### src/rtl/fp_pkg.sv
// Shared floating-point definitions: operand classes, flag bit positions and
// format helpers used by the multiplier and its rounding stage.
package fp_pkg;

   typedef enum logic [1:0] {ZERO, NORM, INF, NAN} fp_class_e;

   localparam int FLAG_INVALID   = 3;
   localparam int FLAG_OVERFLOW  = 2;
   localparam int FLAG_UNDERFLOW = 1;
   localparam int FLAG_INEXACT   = 0;

   // Helpers take widest-supported fields; callers zero-extend their own format.
   localparam int MAX_E = 16;
   localparam int MAX_M = 64;
   localparam int MAX_W = 1 + MAX_E + MAX_M;

   function automatic fp_class_e classify(input logic [MAX_E-1:0] exp,
                                          input logic [MAX_M-1:0] frac,
                                          input int               exp_w);
      logic [MAX_E-1:0] ones;
      ones = (MAX_E'(1) << exp_w) - MAX_E'(1);
      if (exp == '0)
         return ZERO;
      if (exp != ones)
         return NORM;
      return (frac == '0) ? INF : NAN;
   endfunction

   function automatic int bias(input int exp_w);
      return (1 << (exp_w - 1)) - 1;
   endfunction

   function automatic logic [MAX_W-1:0] qnan(input int exp_w, input int man_w);
      logic [MAX_W-1:0] q;
      q = ((MAX_W'(1) << exp_w) - MAX_W'(1)) << man_w;
      q = q | (MAX_W'(1) << (man_w - 1));
      return q;
   endfunction

endpackage

### src/rtl/fp_round_rne.sv
// Round-to-nearest-even on a normalised fraction with guard/sticky; a fraction
// carry-out bumps the exponent and leaves the fraction at zero.
module fp_round_rne #(
   parameter int EXP_W = 5,
   parameter int MAN_W = 10
) (
   input  logic [MAN_W-1:0]        frac,
   input  logic                    guard,
   input  logic                    sticky,
   input  logic signed [EXP_W+1:0] exp,
   output logic [MAN_W-1:0]        frac_out,
   output logic signed [EXP_W+1:0] exp_out,
   output logic                    inexact
);

   logic         inc;
   logic [MAN_W:0] sum;

   assign inc      = guard & (sticky | frac[0]);
   assign sum      = {1'b0, frac} + {{MAN_W{1'b0}}, inc};
   assign frac_out = sum[MAN_W-1:0];
   assign exp_out  = exp + $signed({{(EXP_W+1){1'b0}}, sum[MAN_W]});
   assign inexact  = guard | sticky;

endmodule

### src/rtl/fp_multi.sv
// Three-stage pipelined floating-point multiplier (unpack, normalise, round/pack)
// with flush-to-zero, RNE rounding, exception flags and a global stall.
module fp_multi
   import fp_pkg::*;
#(
   parameter  int EXP_W = 5,
   parameter  int MAN_W = 10,
   localparam int W     = 1 + EXP_W + MAN_W
) (
   input  logic         clk_in,
   input  logic         rst_n,
   input  logic [W-1:0] a,
   input  logic [W-1:0] b,
   input  logic         in_valid,
   output logic         in_ready,
   output logic [W-1:0] result,
   output logic [3:0]   flags,
   output logic         out_valid,
   input  logic         out_ready,
   output logic         busy
);

   localparam int EW2    = EXP_W + 2;
   localparam int PW     = 2 * MAN_W + 2;
   localparam int BIAS_I = bias(EXP_W);
   localparam logic [MAX_W-1:0] QNAN_FULL = qnan(EXP_W, MAN_W);
   localparam logic [W-1:0]     QNAN      = QNAN_FULL[W-1:0];
   localparam logic signed [EW2-1:0] EXP_INF = EW2'((1 << EXP_W) - 1);

   logic advance;
   logic v1, v2, v3;

   assign advance   = !v3 || out_ready;
   assign in_ready  = advance;
   assign out_valid = v3;
   assign busy      = v1 | v2 | v3;

   logic [EXP_W-1:0]        ea, eb;
   logic [MAN_W-1:0]        fa, fb;
   fp_class_e               cls_a, cls_b;
   logic                    sign_p;
   logic signed [EW2-1:0]   esum;
   logic [PW-1:0]           prod;
   logic                    spec_p;
   logic [W-1:0]            spec_res_p;
   logic [3:0]              spec_flags_p;

   assign ea = a[W-2 -: EXP_W];
   assign eb = b[W-2 -: EXP_W];
   assign fa = a[MAN_W-1:0];
   assign fb = b[MAN_W-1:0];

   // Special operands are resolved up front and ride the pipe beside the datapath.
   always_comb begin
      cls_a        = classify(MAX_E'(ea), MAX_M'(fa), EXP_W);
      cls_b        = classify(MAX_E'(eb), MAX_M'(fb), EXP_W);
      sign_p       = a[W-1] ^ b[W-1];
      esum         = $signed(EW2'(ea)) + $signed(EW2'(eb)) - $signed(EW2'(BIAS_I));
      prod         = PW'({1'b1, fa}) * PW'({1'b1, fb});
      spec_p       = 1'b1;
      spec_res_p   = '0;
      spec_flags_p = '0;
      if (cls_a == NAN || cls_b == NAN ||
          (cls_a == INF && cls_b == ZERO) || (cls_a == ZERO && cls_b == INF)) begin
         spec_res_p                 = QNAN;
         spec_flags_p[FLAG_INVALID] = 1'b1;
      end else if (cls_a == INF || cls_b == INF) begin
         spec_res_p = {sign_p, {EXP_W{1'b1}}, {MAN_W{1'b0}}};
      end else if (cls_a == ZERO || cls_b == ZERO) begin
         spec_res_p = {sign_p, {(W-1){1'b0}}};
      end else begin
         spec_p = 1'b0;
      end
   end

   logic                  s1_sign, s1_spec;
   logic signed [EW2-1:0] s1_exp;
   logic [PW-1:0]         s1_prod;
   logic [W-1:0]          s1_spec_res;
   logic [3:0]            s1_spec_flags;

   always_ff @(posedge clk_in or negedge rst_n) begin
      if (!rst_n) begin
         v1            <= 1'b0;
         s1_sign       <= 1'b0;
         s1_spec       <= 1'b0;
         s1_exp        <= '0;
         s1_prod       <= '0;
         s1_spec_res   <= '0;
         s1_spec_flags <= '0;
      end else if (advance) begin
         v1            <= in_valid;
         s1_sign       <= sign_p;
         s1_spec       <= spec_p;
         s1_exp        <= esum;
         s1_prod       <= prod;
         s1_spec_res   <= spec_res_p;
         s1_spec_flags <= spec_flags_p;
      end
   end

   logic [PW-1:0]         norm;
   logic signed [EW2-1:0] norm_exp;

   assign norm     = s1_prod[PW-1] ? s1_prod : (s1_prod << 1);
   assign norm_exp = s1_exp + $signed({{(EW2-1){1'b0}}, s1_prod[PW-1]});

   logic                  s2_sign, s2_spec, s2_guard, s2_sticky;
   logic signed [EW2-1:0] s2_exp;
   logic [MAN_W-1:0]      s2_frac;
   logic [W-1:0]          s2_spec_res;
   logic [3:0]            s2_spec_flags;

   always_ff @(posedge clk_in or negedge rst_n) begin
      if (!rst_n) begin
         v2            <= 1'b0;
         s2_sign       <= 1'b0;
         s2_spec       <= 1'b0;
         s2_guard      <= 1'b0;
         s2_sticky     <= 1'b0;
         s2_exp        <= '0;
         s2_frac       <= '0;
         s2_spec_res   <= '0;
         s2_spec_flags <= '0;
      end else if (advance) begin
         v2            <= v1;
         s2_sign       <= s1_sign;
         s2_spec       <= s1_spec;
         s2_guard      <= norm[PW-2-MAN_W];
         s2_sticky     <= |norm[PW-3-MAN_W:0];
         s2_exp        <= norm_exp;
         s2_frac       <= norm[PW-2 -: MAN_W];
         s2_spec_res   <= s1_spec_res;
         s2_spec_flags <= s1_spec_flags;
      end
   end

   logic [MAN_W-1:0]      r_frac;
   logic signed [EW2-1:0] r_exp;
   logic                  r_inexact;
   logic [W-1:0]          res_n;
   logic [3:0]            flags_n;

   fp_round_rne #(.EXP_W(EXP_W), .MAN_W(MAN_W)) u_round (
      .frac     (s2_frac),
      .guard    (s2_guard),
      .sticky   (s2_sticky),
      .exp      (s2_exp),
      .frac_out (r_frac),
      .exp_out  (r_exp),
      .inexact  (r_inexact)
   );

   // Range checks use the post-rounding exponent so a round-up into inf is caught.
   always_comb begin
      res_n                 = {s2_sign, r_exp[EXP_W-1:0], r_frac};
      flags_n               = '0;
      flags_n[FLAG_INEXACT] = r_inexact;
      if (s2_spec) begin
         res_n   = s2_spec_res;
         flags_n = s2_spec_flags;
      end else if (r_exp >= EXP_INF) begin
         res_n                   = {s2_sign, {EXP_W{1'b1}}, {MAN_W{1'b0}}};
         flags_n[FLAG_OVERFLOW]  = 1'b1;
         flags_n[FLAG_INEXACT]   = 1'b1;
      end else if (r_exp[EW2-1] || r_exp == '0) begin
         res_n                   = {s2_sign, {(W-1){1'b0}}};
         flags_n[FLAG_UNDERFLOW] = 1'b1;
         flags_n[FLAG_INEXACT]   = 1'b1;
      end
   end

   always_ff @(posedge clk_in or negedge rst_n) begin
      if (!rst_n) begin
         v3     <= 1'b0;
         result <= '0;
         flags  <= '0;
      end else if (advance) begin
         v3     <= v2;
         result <= res_n;
         flags  <= flags_n;
      end
   end

endmodule

### config.mk
export PLATFORM = sky130hd
export DESIGN_NAME = fp_multi
export DESIGN_NICKNAME = d
export VERILOG_FILES = /design/src/rtl/fp_pkg.sv /design/src/rtl/fp_round_rne.sv /design/src/rtl/fp_multi.sv
export SDC_FILE = /design/constraint.sdc
export NUM_CORES = 1
export LEC_CHECK = 0
export ABC_AREA = 1
export CORE_AREA = 2 2 140 142
export DETAILED_ROUTE_END_ITERATION = 7
export DIE_AREA = 0 0 142 144
export SLEW_MARGIN = 30
export SYNTH_ARGS = -nofsm -noshare
export SYNTH_HDL_FRONTEND = slang
export SYNTH_HIERARCHICAL = 1
export SYNTH_SLANG_ARGS = --single-unit
### constraint.sdc
create_clock -name clk_in -period 3.5 [get_ports clk_in]
set_clock_uncertainty 0.2 [all_clocks]
set_input_delay 0.875 -clock clk_in [delete_from_list [all_inputs] [get_ports clk_in]]
set_output_delay 0.875 -clock clk_in [all_outputs]
set_load 0.02 [all_outputs]
==> results.yml, run 1 <==
placed_design:
  portBuffers: 58
  dp_hpwl_mm: 15.3
  gp_congestion: 0.865
  place_ws_ns: -2.16
run:
  drv_cap: 0
pwr:
  power_frac_seq_pct: 16.0
  p_leak_uw: 0.00609
  combPwrFrac_pct: 73.9
  power_uw: 10200
  p_sw_uw: 4700
  peakVddDrop_mv: 0.588
  pwr-share-clk_pct: 10.1
  power_density_nw_per_um2: 898
  swShare_pct: 46.2
  p_int_uw: 5470
synthesis:
  async_reset_ff_share_pct: 100
  synth.distinct_cells: 37
  synth_cells: 1108
  synth_warnings: 6
  synth_seq_cells: 81
  synth-edff-count: 0
  ys.flop_type: "dfrtp_1"
  yosysSeqAreaShare_pct: 24.3
  mappedNetlistNets: 1299
  synth.avg_cell_area_um2: 7.53
  netlist_area_um2: 8340
routing:
  drt-initial-drc-count: 293
  wl_mm: 20.4
  ant_nets: 0
  routedWlPerCell_um: 13.5
  drtPass1Iterations: 4
  vias_per_cell: 4.79
  drc: 0
  num_vias: 7237
timing:
  tightestPinTransition_ns: 0.881
  whs_ns: 0.271
  fmax_mhz: 205
  fin_crit_sh_pct: 139
  slew_violations: 0
  timing.final.crit_period_ns: 4.87
  setup_viol: 18
  maxSlewHeadroom_pct: 41.2
  setup_tns_ns: -20.19
  finalHoldViolations: 0
  rsz0062_at_grt: "true"
  fin_ws_ns: -1.37
cts:
  cts.hold.buffers_added: 0
  ctsLongestPathBuffers: 2
  clock-sinks: 81
  cts_tree: "yes"
  clkSlewWorstSetupHoldPaths_ns: 0.06
  clock_latency_ns: 0.33
  root_buffer: "clkbuf_16"
  cts_made_buffers: 9
  htreeDepth: 3
floorplanning:
  die_w_um: 142
  io_pins: 59
  dieArea_um2: 20400
  die_h_um: 144
  rows: 51
  start_util_pct: 43.7
  core_um2: 19100
setup_path:
  crit_path_top_delay_cell: "fa_1"
  crit_chain: "buf_12, buf_6, nand2_4, fa_1, inv_2, fa_1, fa_2, fa_1, inv_2, fa_1, inv_2, ha_4, nand2_4, nor2_4, nand3_2, nand3_4, nand2_2, nand2_1, nand2_1, nand3_1, nand2_1"
  cp_slowest_stage_delay_ns: 0.59
  startpoint: "a[7]"
  start_kind: "input port"
  worst-r2r-cell-count: 18
  critPathArrivalTime_ns: 4.89
  rrSetupSlack_ns: 0.20
  r2r_end: "flags[0]$_DFFE_PN0P_"
  r2r_start: "s2_sticky$_DFFE_PN0P_"
  critPathMostFrequentCell: "fa_1"
  critPathMaxFanout: 4
  required_ns: 3.52
  end_kind: "register"
  path_class: "input port to register"
global_route:
  grt_pass1_wl_mm: 35.1
  gr-total-overflow: 0
  antenna_found_initial: 0
  grt_max_degree: 95
  grt_use_total_pct: 21.3
  grt_pass1_vias: 7610
cells_and_area:
  fin_nets: 1461
  area_growth_pct: 35.9
  n_antenna_cell: 0
  layout-drive-gt1-share_pct: 27.3
  nFillCells: 1691
worst_hold_path:
  hold_end: "s2_spec_res[15]$_DFFE_PN0P_"
  min_from: "s1_spec_res[15]$_DFFE_PN0P_"
  holdPathStages: 2
  holdCritPathClass: "register to register"
outcome:
  violations: "setup timing"
  outcome: "finished, violations left"
## per-layer routing
layer / vias to the layer above / GRT usage [%] / wire, µm
met1: 3422 / 26.4 / 9090
met2: 108 / 38.9 / 10400
li1: 3682 / - / -
met3: 25 / 2.38 / 532
met4: 0 / 6.89 / 437
met5: - / 0 / 0
## kinds of logic (layout without fill, tap and decap cells)
kind of cell             Yosys count  in the layout  share of synthesized area [%]
AND/OR/NAND/NOR                  502            502                           25.2
buffers and inverters            266            432                           12.3
adder cells (fa/ha/maj)          155            155                           30.5
AO/OA/AOI/OAI                     83             83                           5.46
flip-flops                        81             81                           24.3
XOR/XNOR                          21             21                           2.20
## stage by stage
stage / instance area [µm²] / std cells / utilization, %
after global placement: 9970 / 1455 / 52.3
after CTS: 11000 / 1506 / 57.7
final: 11300 / 1512 / 59.4
after floorplan: 8810 / 1108 / -
after detailed placement: 9970 / 1455 / 52.3
after global routing: 11300 / 1512 / 59.4
## registers in the layout, indices dropped and copies added (netlist names), 3 cells and up
signal	count
s1_spec_res	3
s1_prod	22
s1_exp	7
flags	4
result	16
s2_spec_res	3
s2_frac	10
s2_exp	7
## timing repair
item | in CTS | in global routing
pin swaps | 91 | 66
cloned | 1 | 0
setup endpoints to repair | 29 | 34
setup buffers | 35 | 10
gates resized for setup | 210 | 84
## synthesized netlist by cell type (all sizes together), types with 6 or more instances
library cell  count  area share, %
a21oi            19            1.1
buf              14           0.95
clkbuf           25            1.1
dfrtp            81             24
fa               81             19
ha               74             11
inv             227             10
nand2           350             16
nand3            69            4.4
nand3b            6           0.54
nand4             7           0.52
nor2             60            3.0
o21a              6           0.54
o21ai            49            3.0
xnor2             9           0.95
xor2             12            1.3
## cell type report
type | instances | area, µm² | area share (%)
multi-input cells | 761 | 6080 | 53.6
repair buffers | 190 | 1740 | 15.4
flip-flops and latches | 81 | 2030 | 17.9
inverters | 227 | 860 | 7.58
well taps | 238 | 298 | 2.63
clock inverters | 2 | 60.1 | 0.530
clock buffers | 13 | 270 | 2.38
## how the worst max path moves through the flow
stage,endpoint,cells past startpoint
after CTS,s1_prod[16]$_DFFE_PN0P_,23
after detailed placement,s1_prod[17]$_DFFE_PN0P_,21
final,s1_prod[20]$_DFFE_PN0P_,21
after floorplan,s1_prod[16]$_DFFE_PN0P_,22
after global placement,s1_prod[21]$_DFFE_PN0P_,21
after global routing,s1_prod[20]$_DFFE_PN0P_,21
## critical path: cells and delay by family
| family | cells | cell delay, ns |
|---|---|---|
| adders and majority gates | 6 | 2.94 |
| and+or+nand+nor | 10 | 0.75 |
| buffers and inverters | 5 | 0.32 |
## power by group through the flow
stage          logic, µW  registers, µW  clock network (µW)
6_report            7520           1630                1030
5_1_grt             8360           1690                1100
4_1_cts             6860           1630                1050
3_5_place_dp        6120           1640                   0
3_3_place_gp        6050           1630                   0
2_1_floorplan       4270           1700                   0
## cells in the final DEF, fill, tap and decap left out, types with 6 or more instances in the layout
cell type        netlist  final
o21a_1                 6      6
nand3b_1               6      6
ha_1                  74     51
o21ai_0               39     32
buf_6                  1     38
nand2_4                0     24
inv_1                223    190
buf_4                  1     97
nand4_1                7      7
clkbuf_16              0      9
buf_2                 12      7
o21ai_1                9     14
nand3_1               64     57
ha_4                   0     18
fa_1                  81     75
inv_2                  3     35
nand3_2                5      7
a21oi_1               19     11
dfrtp_1               81     81
xor2_1                12     11
nand2_1              346    285
nor2_1                55     43
nor2_2                 2      6
nor2_4                 3     11
fa_2                   0      6
clkdlybuf4s50_1        0     37
nand2_2                4     41
No activity file was read; power rests on OpenSTA's default activity.
==> run 2: changes to the inputs <==
==> constraint.sdc (replaced) <==
create_clock -name clk_in -period 5.05 [get_ports clk_in]
set_clock_uncertainty 0.2 [all_clocks]
set_input_delay 1.2625 -clock clk_in [delete_from_list [all_inputs] [get_ports clk_in]]
set_output_delay 1.2625 -clock clk_in [all_outputs]
set_load 0.02 [all_outputs]
==> run 2 against run 1 <==
  * The run still ends with setup timing left
  * Cell area fell by 5.7%
  * Sequential power shrank 31%
  * Global-route usage decreased by 1.5 points
  * Count of clock-buffer cells in the layout down 2
  * Routed wire length shrank 7.1%
  * Via count shrank 2.9%
  * Clock power decreased by 38%
  * Flip-flop and latch count unchanged
  * Combinational power down 37%
  * Largest power group unchanged
==> results.yml, run 2 (synthesized netlist as in run 1, its figures left out) <==
outcome:
  violations: "setup timing"
  outcome: "finished, violations left"
pwr:
  power_density_nw_per_um2: 608
  combPwrFrac_pct: 72.8
  peakVddDrop_mv: 0.322
  power_frac_seq_pct: 17.3
  p_int_uw: 3500
  p_sw_uw: 3000
  power_uw: 6500
  pwr-share-clk_pct: 9.9
  p_leak_uw: 0.00582
  swShare_pct: 46.2
placed_design:
  place_area_um2: 9860
  portBuffers: 58
  place_ws_ns: -1.07
  gp_congestion: 0.855
  dp_hpwl_mm: 14.7
cells_and_area:
  n_antenna_cell: 0
  largest-register: "s1_prod"
  area_growth_pct: 28.1
  reg_top3: "s1_prod x22, result x16, s2_frac x10"
  layout-drive-gt1-share_pct: 21.0
  final_cell_mix: "nand2_1 (308), inv_1 (205), buf_4 (85), dfrtp_1 (81), fa_1 (75)"
  fin_nets: 1430
  final_common_cell: "nand2_1"
  largest_register_ffs: 22
  fin_area_um2: 10700
  finish.utilization_pct: 56.0
floorplanning:
  die_w_um: 142
  core_um2: 19100
  rows: 51
  die_h_um: 144
  dieArea_um2: 20400
  io_pins: 59
  start_util_pct: 43.7
routing:
  drt-initial-drc-count: 273
  wl_mm: 19.0
  drtPass1Iterations: 4
  num_vias: 7029
  routedWlPerCell_um: 12.8
  ant_nets: 0
  vias_per_cell: 4.74
  drc: 0
cts:
  cts_tree: "yes"
  ctsLongestPathBuffers: 2
  htreeDepth: 3
  root_buffer: "clkbuf_16"
  clock-sinks: 81
  clkSlewWorstSetupHoldPaths_ns: 0.06
  cts.hold.buffers_added: 0
  clock_latency_ns: 0.33
  cts_made_buffers: 9
run:
  drv_cap: 0
setup_path:
  start_kind: "input port"
  rrSetupSlack_ns: 1.44
  cp_top_family: "adder cells"
  path_depth: 22
  cp_slowest_stage_delay_ns: 0.56
  worst-r2r-cell-count: 19
  crit_path_top_delay_cell: "fa_1"
  critPathArrivalTime_ns: 5.26
  end_kind: "register"
  crit_chain: "buf_6, buf_6, buf_6, nand2_2, fa_1, inv_2, fa_1, fa_2, fa_1, inv_2, fa_1, inv_2, ha_4, nand2_4, nor2_4, nand3_2, nand3_4, nand2_2, nand2_2, nand2_1, nand3_1, nand2_1"
  path_class: "input port to register"
  path_buf_inv: 6
  critPathMaxFanout: 5
  required_ns: 5.08
  critPathMostFrequentCell: "fa_1"
global_route:
  gr-total-overflow: 0
  antenna_found_initial: 0
  grt_use_total_pct: 19.9
  grt_max_degree: 96
  grt_pass1_wl_mm: 32.8
  grt_pass1_vias: 6922
timing:
  maxSlewHeadroom_pct: 39.0
  rsz0062_at_grt: "true"
  setup_viol: 13
  fin_crit_sh_pct: 104
  finalHoldViolations: 0
  slew_violations: 0
  timing.final.crit_period_ns: 5.23
  whs_ns: 0.276
  fmax_mhz: 191
  fin_ws_ns: -0.181
  tightestPinTransition_ns: 0.915
worst_hold_path:
  holdCritPathClass: "register to register"
  holdPathStages: 2
## run 2: layout make-up
| type | count | area (µm²) |
|---|---|---|
| Multi-Input combinational cell | 761 | 5770 |
| Clock buffer | 11 | 243 |
| Sequential cell | 81 | 2030 |
| Fill cell | 1799 | 8390 |
| Clock inverter | 5 | 55.1 |
| Tap cell | 238 | 298 |
| Timing Repair Buffer | 159 | 1440 |
| Inverter | 227 | 857 |
## run 2: power by group through the flow
stage / Combinational (µW) / Sequential [µW] / Clock (µW)
floorplan: 2910 / 1180 / 0
global placement: 4140 / 1130 / 0
detailed placement: 4180 / 1140 / 0
CTS: 4550 / 1130 / 662
global route: 5370 / 1160 / 686
finish: 4730 / 1130 / 643
## run 2: tightest hold or removal path, stage by stage, from the launching register on
cell	delay (ns)
dfrtp_1	0.34
nand2_1	0.05
nand2_1	0.05
## run 2: stage by stage
stage / setup TNS [ns] / cells
after global placement: -14.57 / 1446
after global routing: -3.74 / 1482
final: -1.52 / 1482
after CTS: -2.09 / 1478
after detailed placement: -15.57 / 1446
after floorplan: -1.84 / 1108
## run 2: worst paths after layout
check / start / end
worst max register to register: s2_sticky$_DFFE_PN0P_ / result[5]$_DFFE_PN0P_
worst max-delay path: b[9] / s1_prod[17]$_DFFE_PN0P_
min in group asynchronous: rst_n / out_valid$_DFFE_PN0P_
worst min register to register: result[4]$_DFFE_PN0P_ / result[4]$_DFFE_PN0P_
worst min-delay path: result[4]$_DFFE_PN0P_ / result[4]$_DFFE_PN0P_
max in group asynchronous: rst_n / flags[2]$_DFFE_PN0P_
## run 2: routing by layer
layer,routed length (µm),vias up,global-route usage (%)
met2,9300,111,34.9
met1,8890,3278,26.3
met5,0,-,0
met3,513,16,1.72
li1,-,3624,-
met4,277,0,5.68
## run 2: timing repair
action | 4_1_cts | 5_1_grt
setup endpoints to repair | 17 | 16
setup buffers | 14 | 5
pin swaps | 49 | 46
gates resized for setup | 121 | 65
cloned | 2 | 0
==> run 3: changes to the inputs <==
--- a/config.mk
+++ b/config.mk
@@ -6,9 +6,10 @@
 export NUM_CORES = 1
 export LEC_CHECK = 0
 export ABC_AREA = 1
-export CORE_AREA = 2 2 140 142
+export CORE_AREA = 2 2 133 135
 export DETAILED_ROUTE_END_ITERATION = 7
-export DIE_AREA = 0 0 142 144
+export DIE_AREA = 0 0 135 137
+export PLACE_DENSITY = 0.68
 export SLEW_MARGIN = 30
 export SYNTH_ARGS = -nofsm -noshare
 export SYNTH_HDL_FRONTEND = slang
==> constraint.sdc (replaced) <==
create_clock -name clk_in -period 6.6 [get_ports clk_in]
set_clock_uncertainty 0.2 [all_clocks]
set_input_delay 1.65 -clock clk_in [delete_from_list [all_inputs] [get_ports clk_in]]
set_output_delay 1.65 -clock clk_in [all_outputs]
set_load 0.02 [all_outputs]
==> run 3 against run 2 <==
  * The run now ends clean
  * Highest routed layer unchanged
  * Count of clock-buffer cells in the layout is the same
  * Hold slack lost 0.00095 ns
  * Cell area shrank 10%
  * Clock power shrank 27%
  * Via count shrank 2.4%
  * Combinational power shrank 43%
  * Cell count shrank 5.1%
  * Largest power group unchanged
  * Global-route usage grew 1.2 points
==> results.yml, run 3 (synthesized netlist as in run 1, its figures left out) <==
setup_path:
  path_class: "input port to register"
  rrSetupSlack_ns: 2.99
  r2r_start: "s2_sticky$_DFFE_PN0P_"
  end_kind: "register"
  critPathMaxFanout: 6
  crit_chain: "clkdlybuf4s50_1, inv_1, fa_1, inv_1, fa_1, fa_1, fa_1, inv_1, fa_1, inv_1, ha_1, nand2_1, inv_1, a21oi_1, nand3_2, nand2_1, nand3_1, nand3_1, nand2_1"
  critPathArrivalTime_ns: 6.34
  worst-r2r-cell-count: 18
  r2r_end: "flags[0]$_DFFE_PN0P_"
  cp_slowest_stage_delay_ns: 0.68
  required_ns: 6.62
  crit_path_top_delay_cell: "clkdlybuf4s50_1"
  start_kind: "input port"
cells_and_area:
  multi_input_area_um2: 5290
  register_area_um2: 2030
  final_cell_mix: "nand2_1 (346), inv_1 (223), fa_1 (81), dfrtp_1 (81), ha_1 (74)"
  n_antenna_cell: 0
  largest_register_ffs: 22
  layout-drive-gt1-share_pct: 6.44
  final_common_cell: "nand2_1"
  fin_cells: 1406
  finish.utilization_pct: 56.4
  area_growth_pct: 15.3
  fin_nets: 1369
  nFillCells: 1662
  reg_top3: "s1_prod x22, result x16, s2_frac x10"
  largest-register: "s1_prod"
cts:
  root_buffer: "clkbuf_16"
  htreeDepth: 3
  cts.hold.buffers_added: 0
  clock-sinks: 81
  clock_latency_ns: 0.33
  cts_tree: "yes"
  ctsLongestPathBuffers: 2
  clkSlewWorstSetupHoldPaths_ns: 0.06
  postCtsSetupRepairBufs: 0
  cts_made_buffers: 9
global_route:
  grt_use_total_pct: 21.1
  antenna_found_initial: 0
  grt_max_degree: 95
  grt_pass1_vias: 6865
  gr-total-overflow: 0
  grt_pass1_wl_mm: 31.5
timing:
  timing.final.crit_period_ns: 6.32
  fin_crit_sh_pct: 95.7
  tightestPinTransition_ns: 0.856
  maxSlewHeadroom_pct: 42.9
  fmax_mhz: 158
  rsz0062_at_grt: "false"
  slew_violations: 0
  whs_ns: 0.275
  setup_tns_ns: 0
  finalHoldViolations: 0
  setup_viol: 0
floorplanning:
  core_um2: 17100
  die_w_um: 135
  start_util_pct: 48.9
  dieArea_um2: 18500
  die_h_um: 137
  io_pins: 59
  rows: 48
pwr:
  power_density_nw_per_um2: 420
  peakVddDrop_mv: 0.199
  swShare_pct: 47.6
  combPwrFrac_pct: 66.9
  p_sw_uw: 1920
  power_frac_seq_pct: 21.4
  power_uw: 4040
  p_leak_uw: 0.00539
  pwr-share-clk_pct: 11.7
  p_int_uw: 2120
placed_design:
  portBuffers: 58
  dpl.cell_count: 1392
  dp_hpwl_mm: 14.5
  gp_congestion: 0.914
routing:
  routedWlPerCell_um: 12.8
  drc: 0
  drt-initial-drc-count: 412
  drtPass1Iterations: 7
  num_vias: 6860
  wl_mm: 18.0
  vias_per_cell: 4.88
  ant_nets: 0
run:
  drv_cap: 0
outcome:
  outcome: "completed"
worst_hold_path:
  holdCritPathClass: "register to register"
  min_from: "result[6]$_DFFE_PN0P_"
  hold_end: "result[6]$_DFFE_PN0P_"
  holdPathStages: 2
==> run 3: changes by cell type in the layout (fill, tap and decap cells not counted), sizes merged <==
cell	change
clkinvlp	-2
clkdlybuf4s50	+17
dlymetal6s2s	+1
buf	-75
clkbuf	-4
==> run 3: through the flow <==
stage                     setup slack, ns  instance area (µm²)
after global routing             0.000974                 9620
after detailed placement          -0.0662                 9330
final                               0.281                 9620
after global placement            -0.0736                 9330
after CTS                           0.272                 9610
after floorplan                     0.528                 8340
==> run 3: what timing repair did <==
action | CTS | global route
endpoints found under the setup margin | 0 | 3
endpoints found under the hold margin | 0 | 0
resized for setup | 0 | 2
==> run 3: worst max path at each step <==
| stage | from | end |
|---|---|---|
| global route | b[4] | s1_prod[18]$_DFFE_PN0P_ |
| floorplan | a[5] | s1_prod[17]$_DFFE_PN0P_ |
| finish | b[2] | s1_prod[21]$_DFFE_PN0P_ |
| CTS | a[3] | s1_prod[18]$_DFFE_PN0P_ |
| global placement | a[3] | s1_prod[18]$_DFFE_PN0P_ |
| detailed placement | a[3] | s1_prod[18]$_DFFE_PN0P_ |
==> run 3: layout make-up <==
cell class	instances	share of cell area (%)
multi-input cells	761	55.0
flip-flops and latches	81	21.1
repair buffers	98	9.20
inverters	227	8.91
well taps	225	2.93
clock buffers	11	2.42
clock inverters	3	0.455
==> run 3: power groups by stage <==
stage | Sequential (µW) | Clock (µW) | Combinational (µW)
after global placement | 868 | 0 | 2660
final | 866 | 472 | 2700
after floorplan | 900 | 0 | 1930
after CTS | 867 | 485 | 2720
after detailed placement | 873 | 0 | 2690
after global routing | 892 | 509 | 3140
==> run 3: critical path, delay by kind of cell <==
kind,cells,cell delay [ns]
adder cells (fa/ha/maj),6,2.90
AO/OA/AOI/OAI,1,0.20
AND/OR/NAND/NOR,6,0.58
buffers and inverters,6,1.00
==> run 3: routing by layer <==
metal	GRT usage, %	part of all wire, %	vias up
met5	0	0	-
met4	6.13	1.9	0
met3	1.81	2.9	27
met2	37.4	48	133
met1	27.6	47	3212
li1	-	-	3488
==> patch 1, RTL diff (settings of run 1) <==
`MAN_W` is set to 10 in 2 places; all go to 5.
--- a/src/rtl/fp_round_rne.sv
+++ b/src/rtl/fp_round_rne.sv
@@ -2,7 +2,7 @@
 // carry-out bumps the exponent and leaves the fraction at zero.
 module fp_round_rne #(
    parameter int EXP_W = 5,
-   parameter int MAN_W = 10
+   parameter int MAN_W = 5
 ) (
    input  logic [MAN_W-1:0]        frac,
    input  logic                    guard,
--- a/src/rtl/fp_multi.sv
+++ b/src/rtl/fp_multi.sv
@@ -4,7 +4,7 @@
    import fp_pkg::*;
 #(
    parameter  int EXP_W = 5,
-   parameter  int MAN_W = 10,
+   parameter  int MAN_W = 5,
    localparam int W     = 1 + EXP_W + MAN_W
 ) (
    input  logic         clk_in,
Ports: changed (resized a, b and result); port bits go from 59 to 44. The function was not compared with the original's and may differ.
==> patch 1 against run 1 <==
- the run still ends with setup timing left
- total power down 63%
- synthesized area down 49%
- final area down 50%
- wire length down 53%
- worst setup slack better by 1.4 ns
- synthesized cell count down 51%
- sequential cell count down 20
==> patch 1: results (changes against run 1) <==
- Status: complete, but fails checks
- Failing checks: setup timing
- Largest net degree at the start of global routing: 64 (-33%)
- Final GP Congestion: 0.8496 (-1.8%)
- # diodes: 0 (unchanged)
- Max stage delay cell, worst path: fa_1
- Longest Clk Path Bufs: 2 (unchanged)
- 1st-pass router iterations: 4 (unchanged)
- Initial antenna violation count: 0 (unchanged)
- Placed Cells incl. Taps: 846 (-42%)
- Syn Area/Cell: 7.841 um2 (+4.2%)
- Maximum vdd drop: 0.2172 mV (-63%)
- Post-Syn Nets: 625 (-52%)
- Yosys cell types: 37 (unchanged)
- Register-to-register setup slack: 0.60 ns (+0.40 ns)
- Layout cells sized above 1: 19.20% (-8.1 points)
- First-pass GRT wire length: 16.93 mm (-52%)
- DR vias: 3569 (-51%)
- Post-route setup slack: -0.01001 ns (+1.359 ns)
- Slew HR: 53.34% (+12 points)
- Final hold slack: 0.2748 ns (+0.003607 ns)
- Total global-route track usage: 10.26% (-11 points)
- Final setup viols: 2 (-16)
- Hold Crit Class: reg2reg
- H-tree depth: 3 (unchanged)
- Sw Share: 39.13% (-7.1 points)
- Synth async-reset ratio: 100.0% (unchanged)
- Final WL: 9.575 mm (-53%)
- Critical Path AT: 3.52 ns (-1.37 ns)
- CP delay by family, top: adder cells
- Post-Layout Cell Count: 863 (-43%)
- CTS Buf Count: 9 (unchanged)
- Top flop regs: s1_prod (12), result (11)
- Slowest stage delay, CP: 0.55 ns (-0.04 ns)
- P_leak: 0.002893 uW (-52%)
- Clk pin slew, worst setup/hold paths: 0.06 ns (about the same)
- Synth Warn #: 6 (unchanged)
- CTS root buf: clkbuf_16
- CP Max Fanout: 3 (-1)
- Most frequent cells after synthesis: nand2_1 (174), inv_1 (83), dfrtp_1 (61)
- Sequential-to-total area share from yosys stat: 35.59% (+11 points)
- Post-DP HPWL: 7.367 mm (-52%)
- Initial drt markers: 187 (-36%)
- Synth top area cells: dfrtp_1 (36%), nand2_1 (15%), ha_1 (9.9%), fa_1 (8.4%), inv_1 (7.3%)
- Port Buf Inserts: 43 (-26%)
- Worst skew pair latency: 0.33 ns (about the same)
- Nets: 698 (-52%)
==> patch 1: cell count changes after synthesis, moves of 14 or more <==
cell / delta
fa_1: -63
o21ai_0: -14
ha_1: -40
nor2_1: -31
inv_1: -140
dfrtp_1: -20
nand3_1: -31
clkbuf_1: -21
nand2_1: -172
==> patch 1: worst paths after layout <==
check                                from        endpoint  cells past startpoint
setup / recovery                     b[1]     s1_prod[11]                     17
hold / removal             s1_spec_res[4]  s2_spec_res[4]                      2
setup reg to reg                s2_sticky       result[4]                     16
hold reg to reg            s1_spec_res[4]  s2_spec_res[4]                      2
max in group asynchronous           rst_n       s1_exp[3]                      2
min in group asynchronous           rst_n       out_valid                      1
==> patch 1: layout make-up <==
cell class / instances / area, um2
fillers: 2026 / 13390
flip-flops and latches: 61 / 1526
inverters: 86 / 322.8
clock buffers: 9 / 225.2
clock inverters: 7 / 75.07
repair buffers: 74 / 706.9
well taps: 238 / 297.8
multi-input cells: 388 / 2534
==> patch 1: logic make-up (layout without fill, tap and decap cells) <==
kind of cell	Yosys count	in the layout	share of synthesized area [%]
AOI/OAI and AO/OA	61	61	7.993
adders and majority gates	52	52	18.32
xor gates and xnor gates	13	13	2.655
and+or+nand+nor	262	262	26.58
DFF	61	61	35.59
buffers and inverters	98	176	8.868
==> patch 1: repair_timing <==
action	CTS	global route
pin swaps	18	18
setup buffers	2	0
gates resized for setup	61	36
endpoints found under the setup margin	8	6
gates cloned	0	0
==> patch 1: stage by stage <==
step	total power, uW	util, %	setup TNS (ns)	worst slack [ns]	area, um2
2_1_floorplan	2231	-	-0.3708	-0.1150	4358
3_3_place_gp	2804	27.58	-5.821	-0.8219	5261
3_5_place_dp	2824	27.58	-6.145	-0.8772	5261
4_1_cts	3753	29.27	-0.01604	-0.01349	5585
5_1_grt	4109	29.81	-0.5492	-0.1412	5688
6_report	3763	29.81	-0.01030	-0.01001	5688
==> patch 1: power groups by stage <==
stage / clock network, uW / logic [uW] / registers [uW]
after global routing: 945 / 1930 / 1230
after global placement: 0 / 1610 / 1200
after detailed placement: 0 / 1620 / 1200
after CTS: 904 / 1660 / 1190
after floorplan: 0 / 991 / 1240
final: 884 / 1700 / 1180
==> patch 1: per-layer routing <==
| layer | global-route usage, % | share of wire, % |
|---|---|---|
| met1 | 14.00 | 50 |
| met2 | 16.17 | 46 |
| met3 | 2.152 | 3.0 |
| met4 | 3.526 | 1.1 |
| met5 | 0 | 0 |
==> patch 1: worst register-to-register path: cells and delay by family, from the launching register on <==
kind	cells	cell delay (ns)
DFF	1	0.37
and+or+nand+nor	12	1.30
adders and majority gates	2	0.42
AOI/OAI and AO/OA	2	0.50
==> patch 2, RTL diff (settings of run 1) <==
Made on the original files. Make the reset (`rst_n`) synchronous in 3 clocked blocks.
--- a/src/rtl/fp_multi.sv
+++ b/src/rtl/fp_multi.sv
@@ -79,7 +79,7 @@
    logic [W-1:0]          s1_spec_res;
    logic [3:0]            s1_spec_flags;
 
-   always_ff @(posedge clk_in or negedge rst_n) begin
+   always_ff @(posedge clk_in) begin
       if (!rst_n) begin
          v1            <= 1'b0;
          s1_sign       <= 1'b0;
@@ -111,7 +111,7 @@
    logic [W-1:0]          s2_spec_res;
    logic [3:0]            s2_spec_flags;
 
-   always_ff @(posedge clk_in or negedge rst_n) begin
+   always_ff @(posedge clk_in) begin
       if (!rst_n) begin
          v2            <= 1'b0;
          s2_sign       <= 1'b0;
@@ -170,7 +170,7 @@
       end
    end
 
-   always_ff @(posedge clk_in or negedge rst_n) begin
+   always_ff @(posedge clk_in) begin
       if (!rst_n) begin
          v3     <= 1'b0;
          result <= '0;
Behaviour: differs if rst_n is asserted again (counterexample within 4 cycles, from zero or initial values and one cycle with rst_n low); with rst_n held inactive, the same outputs for 10 cycles.
==> patch 2 against run 1 <==
- the flow still finishes with violations (setup timing)
- total power grew 0.61%
- synthesized area down 0.85%
- worst setup slack lost 0.046 ns
- sequential cell count did not move
- final area is 0.73% lower
- wire length is 1.4% lower
- worst hold slack worse by 0.0064 ns
- cell count up 1.5%
- critical path type unchanged
==> patch 2: results (changes against run 1) <==
- Post-synthesis compound-gate area fraction: 10.08% (+4.6 points)
- Post-DP HPWL: 15.19 mm (-0.53%)
- Post-route setup slack: -1.415 ns (-0.04650 ns)
- Sum of negative setup slack: -20.39 ns (-0.1993 ns)
- Wire per inst: 13.13 um (-2.8%)
- Maximum vdd drop: 0.8932 mV (+52%)
- Largest net degree at the start of global routing: 87 (-8.4%)
- Total global-route track usage: 20.87% (-0.43 points)
- Top flop regs: s1_prod (22), result (16), s2_frac (10)
- Initial drt markers: 388 (+32%)
- Fill cells: 1720 (+1.7%)
- Worst reg2reg path depth: 19 (+1)
- Crit Reg-Reg Startpoint: s2_frac[0]
- Status: complete, but fails checks
- Port Buf Inserts: 58 (unchanged)
- Worst slew pin tran: 0.7872 ns (-0.09418 ns)
- Failing checks: setup timing
- Register-to-register setup slack: 0.26 ns (+0.06 ns)
- Synth top area cells: dfxtp_1 (20%), fa_1 (20%), nand2_1 (12%), inv_1 (11%), ha_1 (11%)
- P_leak: 0.005714 uW (-6.2%)
- Placement Cell Area: 9898 um2 (-0.74%)
- Gate Count Post-Synth: 1152 (+4.0%)
- First-pass GRT wire length: 34.87 mm (-0.65%)
- Reg-to-Reg End: result[7]
- Vias in the first global route: 7522 (-1.2%)
- Final GP Congestion: 0.8162 (-5.7%)
- Adder-cell area share of the yosys netlist: 30.80% (+0.26 points)
- Nets: 1482 (+1.4%)
- Critical Path AT: 4.95 ns (+0.06 ns)
- Vias per cell: 4.927 (+2.9%)
- Yosys cell types: 40 (+8.1%)
- CP Max Fanout: 5 (+1)
- Worst Setup SP: a[4]
- # diodes: 0 (unchanged)
- Cell internal pwr: 5421 uW (-0.94%)
- Most frequent cells after synthesis: nand2_1 (258), inv_1 (247), dfxtp_1 (81), fa_1 (81), nor2_1 (77)
- Worst setup path endpoint: s1_prod[13]
- CTS-repair resized insts: 189 (-10%)
- Xor/xnor share of the synthesized area: 2.118% (-0.087 points)
- Main synth FF type: dfxtp_1
- Overall power: 10240 uW (+0.61%)
- Synth async-reset ratio: 0% (-100 points)
- Final WL: 20.14 mm (-1.4%)
- Post-place setup slack: -2.348 ns (-0.1869 ns)
- Final setup viols: 18 (unchanged)
- Post-CTS Setup Inserts: 19 (-46%)
- Total sequential power: 1250 uW (-23%)
- Post-Syn Nets: 1343 (+3.4%)
- H-tree depth: 3 (unchanged)
-- patch 2: cell count changes after synthesis, moves of 17 or more --
| cell | delta |
|---|---|
| nand2_1 | -88 |
| dfrtp_1 | -81 |
| dfxtp_1 | +81 |
| a21oi_1 | +27 |
| inv_1 | +24 |
| nor2_1 | +22 |
| o21ai_0 | +17 |
-- patch 2: layout make-up --
type,count,area (um2),share of cell area (%)
repair inverters,1,7.507,0.06672
inverters,254,962.2,8.551
repair buffers,173,1643,14.60
well taps,238,297.8,2.647
multi-input cells,771,6395,56.83
clock inverters,7,98.84,0.8785
flip-flops and latches,81,1623,14.42
clock buffers,9,225.2,2.002
-- patch 2: critical path, cell delays in order --
cell,delay (ns)
buf_8,0.07
buf_12,0.11
buf_12,0.11
nand2_4,0.04
fa_1,0.48
inv_1,0.06
fa_1,0.51
fa_1,0.44
fa_1,0.52
inv_1,0.05
fa_1,0.49
inv_2,0.05
ha_4,0.27
nand2_8,0.09
inv_4,0.04
a21oi_4,0.18
nand3_4,0.13
buf_6,0.14
a21oi_2,0.10
o21ai_1,0.08
nand3_1,0.08
inv_1,0.04
-- patch 2: worst min-delay path by stage --
stage | slack [ns] | depth (start not counted) | from | end
4_1_cts | 0.27 | 2 | s1_sign | s1_sign
2_1_floorplan | 0.23 | 2 | s2_spec_res[15] | s2_spec_res[15]
3_3_place_gp | 0.25 | 2 | s2_sign | s2_sign
6_report | 0.26 | 2 | s1_sign | s1_sign
3_5_place_dp | 0.26 | 2 | s1_sign | s1_sign
5_1_grt | 0.29 | 2 | s1_spec_res[15] | s1_spec_res[15]
-- patch 2: per-layer routing --
metal	global-route usage (%)	wire length (um)
met5	0	0
met4	4.211	282
met3	3.179	633
met2	36.59	9802
met1	27.47	9417
